**src/rtl/mem_port_arbiter.sv**
```systemverilog
// mem_port_arbiter: arbitrates the single-ported unified memory between the
// IF stage (instruction fetch) and the MEM stage (load/store). MEM has fixed
// priority because it carries the older instruction. Each grant launches a
// one-cycle registered memory strobe. For a read, a countdown then waits out
// the fixed read latency and passes the read data straight through to the
// owner. The per-stage stall outputs hold a requester until its valid pulse.
module mem_port_arbiter #(
    parameter int unsigned LAT = 2
) (
    input  logic        clk,
    input  logic        rst_n,
    input  logic        hlt,
    input  logic        if_req,
    input  logic [15:0] if_addr,
    output logic [15:0] if_rdata,
    output logic        if_valid,
    input  logic        mem_re,
    input  logic        mem_we,
    input  logic [15:0] mem_addr,
    input  logic [15:0] mem_wdata,
    output logic [15:0] mem_rdata,
    output logic        mem_valid,
    output logic        stall_if,
    output logic        stall_mem,
    output logic        ram_en,
    output logic        ram_we,
    output logic [15:0] ram_addr,
    output logic [15:0] ram_wdata,
    input  logic [15:0] ram_rdata
);

    typedef enum logic [1:0] {
        ST_IDLE    = 2'd0,
        ST_RD_WAIT = 2'd1,
        ST_WR      = 2'd2
    } state_t;

    localparam logic       OWN_IF  = 1'b0;
    localparam logic       OWN_MEM = 1'b1;
    localparam logic [3:0] LAT_C   = 4'(LAT);

    state_t      state_q, state_d;
    logic [3:0]  cnt_q, cnt_d;
    logic        owner_q, owner_d;
    logic        ram_en_q, ram_en_d;
    logic        ram_we_q, ram_we_d;
    logic [15:0] ram_addr_q, ram_addr_d;
    logic [15:0] ram_wdata_q, ram_wdata_d;

    logic        rd_done_s;

    // Next-state logic: grant in IDLE (store > load > fetch), count down the
    // read latency in RD_WAIT, and spend one cycle in WR for a store.
    always_comb begin
        state_d     = state_q;
        cnt_d       = cnt_q;
        owner_d     = owner_q;
        ram_en_d    = 1'b0;
        ram_we_d    = 1'b0;
        ram_addr_d  = ram_addr_q;
        ram_wdata_d = ram_wdata_q;
        case (state_q)
            ST_IDLE: begin
                if (hlt) begin
                    state_d = ST_IDLE;
                end else if (mem_we) begin
                    // A simultaneous load and store request is treated as a store.
                    state_d     = ST_WR;
                    owner_d     = OWN_MEM;
                    ram_en_d    = 1'b1;
                    ram_we_d    = 1'b1;
                    ram_addr_d  = mem_addr;
                    ram_wdata_d = mem_wdata;
                end else if (mem_re) begin
                    state_d     = ST_RD_WAIT;
                    owner_d     = OWN_MEM;
                    cnt_d       = LAT_C;
                    ram_en_d    = 1'b1;
                    ram_addr_d  = mem_addr;
                    ram_wdata_d = mem_wdata;
                end else if (if_req) begin
                    state_d     = ST_RD_WAIT;
                    owner_d     = OWN_IF;
                    cnt_d       = LAT_C;
                    ram_en_d    = 1'b1;
                    ram_addr_d  = if_addr;
                    ram_wdata_d = mem_wdata;
                end else begin
                    state_d = ST_IDLE;
                end
            end
            ST_RD_WAIT: begin
                // The counter holds LAT in the ram_en cycle, so it reaches
                // zero exactly LAT cycles after the strobe.
                if (cnt_q == 4'd0) begin
                    state_d = ST_IDLE;
                end else begin
                    cnt_d = cnt_q - 4'd1;
                end
            end
            ST_WR: begin
                state_d = ST_IDLE;
            end
            default: begin
                state_d = ST_IDLE;
            end
        endcase
    end

    // State and memory-interface registers, cleared asynchronously so that an
    // in-flight access is dropped without a valid pulse.
    always_ff @(posedge clk or negedge rst_n) begin
        if (!rst_n) begin
            state_q     <= ST_IDLE;
            cnt_q       <= 4'd0;
            owner_q     <= OWN_IF;
            ram_en_q    <= 1'b0;
            ram_we_q    <= 1'b0;
            ram_addr_q  <= 16'h0000;
            ram_wdata_q <= 16'h0000;
        end else begin
            state_q     <= state_d;
            cnt_q       <= cnt_d;
            owner_q     <= owner_d;
            ram_en_q    <= ram_en_d;
            ram_we_q    <= ram_we_d;
            ram_addr_q  <= ram_addr_d;
            ram_wdata_q <= ram_wdata_d;
        end
    end

    assign rd_done_s = (state_q == ST_RD_WAIT) && (cnt_q == 4'd0);

    // Completion pulses are decoded from registered state. Read data is
    // passed through only to the owner in its valid cycle and is zero otherwise.
    assign if_valid  = rd_done_s && (owner_q == OWN_IF);
    assign mem_valid = (rd_done_s && (owner_q == OWN_MEM)) || (state_q == ST_WR);
    assign if_rdata  = if_valid ? ram_rdata : 16'h0000;
    assign mem_rdata = (rd_done_s && (owner_q == OWN_MEM)) ? ram_rdata : 16'h0000;

    assign stall_if  = if_req & ~if_valid;
    assign stall_mem = (mem_re | mem_we) & ~mem_valid;

    assign ram_en    = ram_en_q;
    assign ram_we    = ram_we_q;
    assign ram_addr  = ram_addr_q;
    assign ram_wdata = ram_wdata_q;

endmodule

```
**config.mk**
```make
export PLATFORM = sky130hd
export DESIGN_NAME = mem_port_arbiter
export DESIGN_NICKNAME = d
export VERILOG_FILES = /design/src/rtl/mem_port_arbiter.sv
export SDC_FILE = /design/constraint.sdc
export NUM_CORES = 1
export LEC_CHECK = 0
export ABC_AREA = 0
export CAP_MARGIN = 15
export CORE_MARGIN = 3
export CORE_UTILIZATION = 40
export CTS_CLUSTER_DIAMETER = 150
export DETAILED_ROUTE_END_ITERATION = 8
export HOLD_SLACK_MARGIN = 0.15
export PLACE_DENSITY_LB_ADDON = 0.2
export SYNTH_ARGS = -nofsm -noshare
export SYNTH_HDL_FRONTEND = slang
export SYNTH_SLANG_ARGS = --single-unit
```
**constraint.sdc**
```tcl
create_clock -name clk -period 3.4 [get_ports clk]
set_clock_uncertainty 0.1 [all_clocks]
set_input_delay 1.02 -clock clk [delete_from_list [all_inputs] [get_ports clk]]
set_output_delay 1.02 -clock clk [all_outputs]
set_load 0.01 [all_outputs]
```
==> results.md <==
* Vias at 1794
* DR WL/cell at 15.4 um
* First-pass GRT wire length at 9.09 mm
* Post-synthesis xor/xnor area fraction at 0%
* Pins Over Slew Limit at 0
* DP HPWL at 4.56 mm
* Vias in the first global route at 1886
* Clock sinks at 41
* Ys Warns at 0
* DRT iter0 DRCs at 40
* PortBufs at 139
* Cell taking the most area after synthesis: dfrtp_1
* Total wire length at 5.88 mm
* Final instance area at 3890 um2
* Skew-Pair Late Insertion Delay at 0.29 ns
* Fin Setup TNS at 0 ns
* Hold Path Stages at 1
* Seq/Total Area, Yosys at 46.4%
* Syn nets at 233
* Vias per inst at 4.68
* H-tree depth at 2
* Global route overflow at 0
* DRC at 0
* Cell Area, Synth at 2210 um2
* Layout cells sized above 1 at 23.0%
* Main synth FF type: dfrtp_1
* R2R Setup Slk at 1.70 ns
* Initial antenna violation count at 0
* Worst hold path class: reg -> reg
* VDD IR-drop max at 0.000425 V
* Root Driver: clkbuf_8
* Synth top area share at 46.4%
* P_leak at 0.00216 uW
* TritonCTS Buffers at 5
* RSZ-0062 raised after global routing: false
* Fillers at 352
* Critical Path Fanout Max at 2
* Worst endpoint data arrival time at 2.16 ns
* Commonest cells post-synth: dfrtp_1, and2_1, mux2_4, mux2_2
* FFs w/ async S/R, synth at 100%
* Fin. Hold Viols at 0
* Compound-Gate Fraction of Synth Area at 4.19%
* Clock slew at reported path FFs at 0.08 ns
* Deepest clock path buffer count at 2
* GRT Overall Usage at 18.1%
* CTS tree: done
* Pre-antenna DRT Iters at 4
* Inserted Diodes at 0
* Crit path launch: if_req
* ANT nets after route at 0
* Most frequent cell after synthesis: dfrtp_1
* Area delta synth->final at 75.7%
* Synth unique cells at 33
* Worst reg2reg path startpoint: state_q[0]
* Top Ports at 140
* Depth of the most critical reg-to-reg path at 4
* Worst reg2reg path endpoint: ram_wdata[12]
* Max-Cap Viols at 0
* Core ar. at 5240 um2
* Row count at 26
* Slew @ Worst Pin at 0.879 ns
* Placer Congestion at 0.700
* Minimum clock period at 3.28 ns
* Tcrit/Tclk final at 96.4%
* Simple-Gate Fraction of Synth Area at 16.3%
* Final Util at 74.2%
* Power density over the cells at 629 nW/um2
* CP required at 2.28 ns
* Die ar. at 6460 um2
* Final nets at 383
* Synth area leaders: dfrtp_1, mux2_4, and2_1, mux2_2, buf_6
* Largest family of logic cells by synthesized area: multiplexers
* Die Width at 80.4 um
* CP endpoint: stall_if
* Largest net degree at the start of global routing at 42
* Adder-cell area share of the yosys netlist at 0.566%
* Cells after Synth at 162
* Setup CP Type: in -> out
* Avg Synthesized Cell Area at 13.7 um2
* Setup crit start kind: input port
* Proportion of synthesized area in mux cells at 29.2%
* Max Freq at 0.305 GHz
* #FFs+latches synth at 41
* Setup violations, final at 0
* Die Y at 80.4 um
* CP endpoint kind: primary output
* Post-synth EDFFs at 0
* Outcome: finished, final reports clean
* Max_slew headroom at 41.4%
* Initial Util at 42.2%
* Placed Area at 3710 um2
-- worst max-delay path, cell delays in order --
cell	delay [ns]
clkdlybuf4s50_1	0.47
nor2b_1	0.13
clkdlybuf4s50_1	0.54
-- what timing repair did --
action / CTS / global route
hold buffers: 0 / 0
pin swaps: 0 / 0
endpoints found under the setup margin: 27 / 26
buffers inserted: 0 / 1
resized for setup: 11 / 28
-- layout make-up --
class	instances	area (um2)	area share, %
Clock buffer	5	68.8	1.77
Clock inverter	3	21.3	0.547
Inverter	4	15.0	0.386
Multi-Input combinational cell	110	1120	28.8
Sequential cell	41	1030	26.4
Tap cell	70	87.6	2.25
Timing Repair Buffer	150	1550	39.8
-- sequential cells by signal, summed over array words and instances (netlist names) --
signal     count
ram_we         1
ram_wdata     16
ram_en         1
cnt_q          4
ram_addr      16
owner_q        1
state_q        2
-- power breakdown --
| part | internal [uW] | switching, uW | leakage, uW |
|---|---|---|---|
| Sequential | 720 | 149 | 0.000488 |
| Combinational | 820 | 437 | 0.00163 |
| Clock | 146 | 171 | 0.0000445 |
| Total | 1690 | 758 | 0.00216 |
-- metrics by stage --
stage	hold WS [ns]	std cells	setup WS [ns]	power, uW
floorplan	0.418	162	0.711	1460
detailed placement	0.381	374	-0.0936	2140
finish	0.395	383	0.124	2440
CTS	0.401	382	-0.0140	2480
global placement	0.376	374	-0.0881	2110
global route	0.417	383	0.0331	2610
-- worst min path at each step --
stage / startpoint / end / slack, ns
floorplan: cnt_q[1] / cnt_q[1] / 0.42
global placement: ram_addr[4] / ram_addr[4] / 0.38
detailed placement: ram_wdata[15] / ram_wdata[15] / 0.38
CTS: ram_wdata[15] / ram_wdata[15] / 0.40
global route: ram_wdata[15] / ram_wdata[15] / 0.42
finish: ram_wdata[15] / ram_wdata[15] / 0.40
-- layer usage --
layer	up-vias	wire [um]	GRT usage, %
li1	863	-	-
met2	52	3290	33.1
met1	874	2220	21.3
met4	0	21	2.53
met3	5	348	5.27
met5	-	0	0
-- kinds of logic after synthesis --
family / Yosys count
simple gates: 52
fa+ha+maj: 1
compound gates: 9
flops: 41
buf+inv: 11
mux: 48
-- cells in the final DEF, fill, tap and decap left out, types with 2 or more instances in the layout --
cell,Yosys,routed
buf_6,4,3
buf_4,0,7
mux2_4,28,28
clkdlybuf4s50_1,0,104
dfrtp_1,41,41
dlymetal6s2s_1,0,26
a31o_1,2,2
dlygate4sd2_1,0,8
inv_1,4,4
nor3b_4,1,2
nor2_1,2,2
mux2_2,16,16
and2_1,34,34
mux2_1,4,4
or3_1,2,2
clkbuf_8,0,5
Power figures use the tool's default switching activity.
